===== config.mk =====
export PLATFORM = sky130hd
export DESIGN_NAME = pattern_detector
export DESIGN_NICKNAME = d
export VERILOG_FILES = /design/src/rtl/pattern_detector.sv
export SDC_FILE = /design/constraint.sdc
export NUM_CORES = 1
export LEC_CHECK = 0
export ABC_AREA = 1
export CAP_MARGIN = 10
export CORE_MARGIN = 2
export CORE_UTILIZATION = 54
export DETAILED_ROUTE_END_ITERATION = 6
export PLACE_DENSITY = 0.78
export SYNTH_ARGS = -nofsm -noshare
export SYNTH_HDL_FRONTEND = slang
export SYNTH_SLANG_ARGS = --single-unit

===== constraint.sdc =====
create_clock -name clk -period 2.7 [get_ports clk]
set_clock_uncertainty 0.1 [all_clocks]
set_input_delay 0.54 -clock clk [delete_from_list [all_inputs] [get_ports clk]]
set_output_delay 0.54 -clock clk [all_outputs]
set_load 0.01 [all_outputs]

===== src/rtl/pattern_detector.sv =====
// -----------------------------------------------------------------------------
// pattern_detector
//
// Detects a runtime-programmable pattern of 1..MAX_LEN bits on a 1-bit serial
// stream. It supports overlapping or non-overlapping detection, a qualifying
// enable, a saturating match counter and a configuration-error flag.
//
// Ports:
//   clk          rising-edge clock
//   reset        asynchronous, active-high reset
//   en           `in` carries a valid stream bit this cycle
//   in           serial data bit
//   cfg_load     latch cfg_* into the active config and clear the history
//   cfg_pattern  pattern, LSB-aligned; bit [cfg_len-1] is received first
//   cfg_len      pattern length (1..MAX_LEN is valid)
//   cfg_overlap  1 = overlapping detection, 0 = non-overlapping
//   cnt_clr      synchronous clear of match_count
//   out          registered one-cycle match strobe
//   match_count  saturating count of matches
//   cfg_err      active length is invalid; detection is disabled
// -----------------------------------------------------------------------------
module pattern_detector #(
    parameter int                   MAX_LEN     = 8,
    parameter int                   LEN_W       = $clog2(MAX_LEN + 1),
    parameter int                   CNT_W       = 16,
    parameter logic [MAX_LEN-1:0]   RST_PATTERN = 8'b0000_0101,
    parameter logic [LEN_W-1:0]     RST_LEN     = LEN_W'(3),
    parameter logic                 RST_OVERLAP = 1'b1
) (
    input  logic                 clk,
    input  logic                 reset,
    input  logic                 en,
    input  logic                 in,
    input  logic                 cfg_load,
    input  logic [MAX_LEN-1:0]   cfg_pattern,
    input  logic [LEN_W-1:0]     cfg_len,
    input  logic                 cfg_overlap,
    input  logic                 cnt_clr,
    output logic                 out,
    output logic [CNT_W-1:0]     match_count,
    output logic                 cfg_err
);

    localparam logic [LEN_W-1:0] FULL = LEN_W'(MAX_LEN);

    logic [MAX_LEN-1:0] hist_reg;
    logic [LEN_W-1:0]   fill_reg;
    logic [MAX_LEN-1:0] pattern_reg;
    logic [LEN_W-1:0]   len_reg;
    logic               overlap_reg;
    logic               cfg_err_reg;
    logic               out_reg;
    logic [CNT_W-1:0]   count_reg;

    logic [MAX_LEN-1:0] hist_shift;
    logic [LEN_W-1:0]   fill_inc;
    logic [MAX_LEN-1:0] len_mask;
    logic               accept;
    logic               match;
    logic               cfg_len_bad;

    // Only the low len bits of history take part in the compare; pattern
    // bits above len are don't-care.
    generate
        for (genvar gi = 0; gi < MAX_LEN; gi++) begin : g_mask
            assign len_mask[gi] = (LEN_W'(gi) < len_reg);
        end
    endgenerate

    // cfg_load wins over en: a bit presented alongside a load is dropped.
    assign accept      = en && !cfg_load;
    assign hist_shift  = {hist_reg[MAX_LEN-2:0], in};
    assign fill_inc    = (fill_reg == FULL) ? FULL : fill_reg + 1'b1;
    assign cfg_len_bad = (cfg_len == '0) || (cfg_len > FULL);

    // Evaluated on the post-shift history so the current bit is included.
    assign match = accept && !cfg_err_reg && (fill_inc >= len_reg) &&
                   (((hist_shift ^ pattern_reg) & len_mask) == '0);

    always_ff @(posedge clk or posedge reset) begin
        if (reset) begin
            hist_reg    <= '0;
            fill_reg    <= '0;
            pattern_reg <= RST_PATTERN;
            len_reg     <= RST_LEN;
            overlap_reg <= RST_OVERLAP;
            cfg_err_reg <= 1'b0;
            out_reg     <= 1'b0;
        end else if (cfg_load) begin
            hist_reg    <= '0;
            fill_reg    <= '0;
            pattern_reg <= cfg_pattern;
            len_reg     <= cfg_len;
            overlap_reg <= cfg_overlap;
            cfg_err_reg <= cfg_len_bad;
            out_reg     <= 1'b0;
        end else begin
            out_reg <= match;
            if (en) begin
                hist_reg <= hist_shift;
                // Non-overlapping mode demands len fresh bits after a match,
                // so restart the fill count; the history keeps shifting.
                fill_reg <= (match && !overlap_reg) ? '0 : fill_inc;
            end
        end
    end

    always_ff @(posedge clk or posedge reset) begin
        if (reset) begin
            count_reg <= '0;
        end else if (cnt_clr) begin
            // A match coinciding with the clear is counted, not lost.
            count_reg <= match ? CNT_W'(1) : '0;
        end else if (match && !(&count_reg)) begin
            count_reg <= count_reg + 1'b1;
        end
    end

    assign out         = out_reg;
    assign match_count = count_reg;
    assign cfg_err     = cfg_err_reg;

endmodule


# Word level (Yosys, flattened, before mapping)
# Cells that the tools add are included.
[op_classes]
mux = 10
addsub = 2
n_eq_ne = 1
magnitude_cmp = 10
n_bitwise = 2
reduce_logical = 16
[op_table]
columns = ["operator", "count"]
rows = [
  ["$mux W16", 2],
  ["$add A16 B1 Y16 const B", 1],
  ["$lt A3 B4 Y1 const A", 4],
  ["$mux W4", 4],
  ["$reduce_and A16 Y1", 1],
  ["$mux W7", 2],
  ["$and A8 B8 Y8", 1],
  ["$logic_not A8 Y1", 1],
  ["$lt A1 B4 Y1 const A", 2],
  ["$lt A2 B4 Y1 const A", 2],
  ["$xor A8 B8 Y8", 1],
  ["$logic_and A1 B1 Y1", 6],
  ["$add A4 B1 Y4 const B", 1],
  ["$eq A4 B4 Y1 const B", 1],
  ["$ge A4 B4 Y1", 1],
  ["$gt A4 B4 Y1 const B", 1],
  ["$logic_not A1 Y1", 4],
  ["$logic_not A4 Y1", 1],
  ["$reduce_bool A2 Y1", 2],
  ["$mux W1", 2],
  ["$logic_or A1 B1 Y1", 1],
]
[totals]
output_inout_bits = 18
reg_bits = 42
wordCells = 49

# Logic depth before layout (Yosys ltp)
[logic_depth]
ltp_word = 9
ltp_mapped = 18
mapped_depth_nobuf = 18

# Worst setup path before layout
# Ideal clock, no wire load.
[synth_path]
path_kind = "register to register"
from = "register fill_reg[0]"
to = "register count_reg[1] (netlist: match_count[1])"
slack_ps = 487
arrival_ps = 1995
setup_time_ps = 119
period_less_slack_ps = 2213
path_stages_with_launch = 18
path_buffers = 1
cell_sequence = "dfrtp_1 -> inv_1 -> ha_1 -> nand2_1 -> inv_1 -> a21oi_1 -> inv_1 -> ha_1 -> inv_1 -> nand2_1 -> nand2_1 -> nand2_1 -> nand2_1 -> a21oi_2 -> nand4_4 -> buf_6 -> nand3_1 -> nand2_1"
[synth_via]
elab_chain_cells = 7
[synth_lines]
columns = ["element", "line_no", "text"]
rows = [
  ["from (decl)", "47", "logic [LEN_W-1:0] fill_reg;"],
  ["from (signal assigned)", "103", "fill_reg <= (match && !overlap_reg) ? '0 : fill_inc;"],
  ["$add A4 B1 Y4 / $eq A4 B4 Y1 (equally long branches)", "73", "assign fill_inc = (fill_reg == FULL) ? FULL : fill_reg + 1'b1;"],
  ["$mux W4 *", "73", ""],
  ["$ge A4 B4 Y1 *", "77", "assign match = accept && !cfg_err_reg && (fill_inc >= len_reg) &&"],
  ["$logic_and A1 B1 Y1 * (2 in a row)", "77", ""],
  ["$logic_and A1 B1 Y1 *", "114", "end else if (match && !(&count_reg)) begin"],
  ["$reduce_bool A2 Y1 (no line) *", "n/a", ""],
  ["to (signal assigned)", "113", "count_reg <= match ? CNT_W'(1) : '0;"],
  ["to (signal assigned)", "115", "count_reg <= count_reg + 1'b1;"],
  ["to (decl)", "53", "logic [CNT_W-1:0] count_reg;"],
]
# Every way passes the cells marked *; elsewhere a longest branch is shown, timed or not.
# A chain may end at the register's enable or synchronous reset.

# Final worst setup path
[layout_path]
from = "register fill_reg[0]"
to = "register count_reg[2] (netlist: match_count[2])"
# The elaborated chain is that of the path after synthesis.

==> impl_metrics.ini <==
[run_status]
status = complete, no violations

[logic_synthesis]
syn_area_um2 = 2500
synth_top_cell_area_share = 0.370
syn_avg_cell_area_um2 = 7.53
ys_seq_area_frac = 0.423
synth_cells = 332
synth_cell_types = 27
synth-seq-cells = 42
ys_top_cells_by_count = 115 x nand2_1, 37 x dfrtp_1, 35 x inv_1, 34 x nand3_1, 31 x nor2_1
synth_top_area_cell = dfrtp_1
synth_area_leaders = dfrtp_1 37%, nand2_1 17%, nand3_1 6.8%, dfstp_2 5.3%, inv_1 5.3%
synth_edf_count = 0
syn_nets = 358
synth-main-ff-cell = dfrtp_1
async_flop_share = 1.00
yosys_warnings = 0
yosysMostFrequentCell = nand2_1

[global_routing]
grtUsageTotal = 0.227
grt_use_met3 = 0.0472
grt_util_met2 = 0.388
grt_pass1_wl_um = 9140
grt_pass1_vias = 2073
grt_max_degree = 43
grt-ovfl-total = 0
met1_usage = 0.285
antenna_found_initial = 0
busiest_layer = met2

[worst_setup_path]
critical_path_required_ns = 2.85
crit_chain = inv_1 -> ha_1 -> nand2_1 -> inv_1 -> a21oi_1 -> inv_1 -> ha_1 -> inv_1 -> nand2_1 -> nand2_1 -> nand2_1 -> nand2_1 -> a21oi_2 -> nand4_4 -> buf_12 -> nand2_8 -> nand2_1 -> nand2_1
worstSetupStartpoint = fill_reg[0]
r2r_setup_slack_ns = 0.28
cp-start-kind = flop
path_max_fanout = 17
path_class = flop to flop
slowest_delay_ns = 0.41
end_kind = flop
reg2regPathDepth = 18
crit_path_end = match_count[2]
cp_slowest_cell = dfrtp_1
arrival_ns = 2.57
r2r_end = match_count[2]
cp_common_cell = nand2_1
rr_startpoint = fill_reg[0]

[die]
fp.dieH_um = 72.0
rows = 24
initial_utilization = 0.566
die_w_um = 72.0
core_um2 = 4410
die_area_um2 = 5190
ioPinCount = 37

[clock_tree]
cts_made_buffers = 5
htree_levels = 2
cts_root_buf = clkbuf_8
hold_buffers = 0
path_clk_slew_ns = 0.08
clock_sinks = 42
ctsLongestPathBuffers = 2
cts_tree = built
clkLatencyLatePin_ns = 0.30

[route]
ant_nets = 0
first_iter_violations = 184
wirelength_um = 5190
drt-pass1-iter-count = 4
viasPerCell = 5.17
wl_per_cell_um = 12.2
vias = 2199
drc = 0

[placement]
place_inst = 416
io_buffers = 36
placed_area_um2 = 2900
dp_hpwl_um = 3820
gp_congestion = 0.832

[power]
max-vdd-ir-drop_uv = 278
p_per_area_nw_per_um2 = 430
leakagePower_nw = 1.47

[layout]
syn2layout_area_growth_pct = 21.1
fin_area_um2 = 3030
finalNonFillerCells = 425
final_nets = 398
drive_gt1_frac = 0.0912
antenna_cells = 0
utilization = 0.686
largest_reg_flops = 16

[timing]
setup-tns-final_ns = 0
final.min_clock_period_ns = 2.42
fmax_ghz = 0.413
finalHoldViolCount = 0
relSlewSlack = 0.646
worst_pin_slew_ns = 0.531
drv_slew = 0
fin_crit_sh = 0.897
rsz0062_at_grt = no
setup-violations-final = 0

[flow_run]
maxCapViolations = 0

[min_path]
min_from = overlap_reg
hold_path_class = flop to flop
-- where the power goes --
| part | total (W) | internal [W] | switching [W] |
|---|---|---|---|
| Clock | 0.000430 | 0.000206 | 0.000225 |
| Combinational | 0.000191 | 0.0000783 | 0.000113 |
| Sequential | 0.000681 | 0.000659 | 0.0000218 |
-- layout by cell type (no fill, tap or decap), types with 5 or more instances in the layout --
| cell type | netlist | routed |
|---|---|---|
| clkdlybuf4s50_1 | 0 | 36 |
| ha_1 | 7 | 7 |
| xor2_1 | 9 | 9 |
| dfrtp_1 | 37 | 37 |
| nand2_1 | 115 | 115 |
| o22ai_1 | 7 | 7 |
| clkbuf_8 | 0 | 6 |
| dfstp_2 | 5 | 5 |
| nand3_1 | 34 | 34 |
| inv_1 | 35 | 35 |
| o21ai_0 | 12 | 12 |
| nor2_1 | 31 | 31 |
-- area by class of cell --
| type | count | area, um2 |
|---|---|---|
| multi-input cells | 246 | 1260 |
| well taps | 52 | 65.1 |
| flip-flops and latches | 42 | 1060 |
| inverters | 36 | 140 |
| clock buffers | 6 | 82.6 |
| clock inverters | 2 | 12.5 |
| fillers | 381 | 1390 |
| repair buffers | 41 | 410 |
-- worst min path at each step --
stage,to,slack [ns],depth (start not counted)
after global placement,overlap_reg,0.38,2
final,overlap_reg,0.39,2
after CTS,overlap_reg,0.39,2
after global routing,overlap_reg,0.42,2
after detailed placement,overlap_reg,0.38,2
after floorplan,overlap_reg,0.36,2
-- metrics by stage --
stage	hold slack, ns	total power (W)	worst slack, ns
5_1_grt	0.416	0.00137	0.0732
3_5_place_dp	0.383	0.000885	0.150
3_3_place_gp	0.375	0.000878	0.271
2_1_floorplan	0.360	0.000814	0.487
6_report	0.387	0.00130	0.277
4_1_cts	0.394	0.00131	0.138
-- worst max-delay path, delay by kind of cell (launching register included) --
family	cells	cell delay, ns
fa+ha+maj	2	0.46
compound gates	2	0.38
flops	1	0.41
simple gates	9	0.66
buf+inv	5	0.36
-- routing by layer --
layer	share of wire	up-vias
met1	0.45	1006
met3	0.045	10
li1	-	1130
met5	0	-
met4	0.018	0
met2	0.49	53
-- logic make-up after synthesis --
| family | after synthesis | synth area share |
|---|---|---|
| fa+ha+maj | 7 | 0.0350 |
| compound gates | 23 | 0.0526 |
| xor+xnor | 13 | 0.0455 |
| buf+inv | 44 | 0.0771 |
| flops | 42 | 0.423 |
| simple gates | 203 | 0.367 |
-- timing repair --
action,4_1_cts,5_1_grt
gates resized for setup,0,1
buffers inserted,0,1
endpoints found under the setup margin,0,14
hold endpoints to repair,0,0
(Power assumes the default switching activity.)
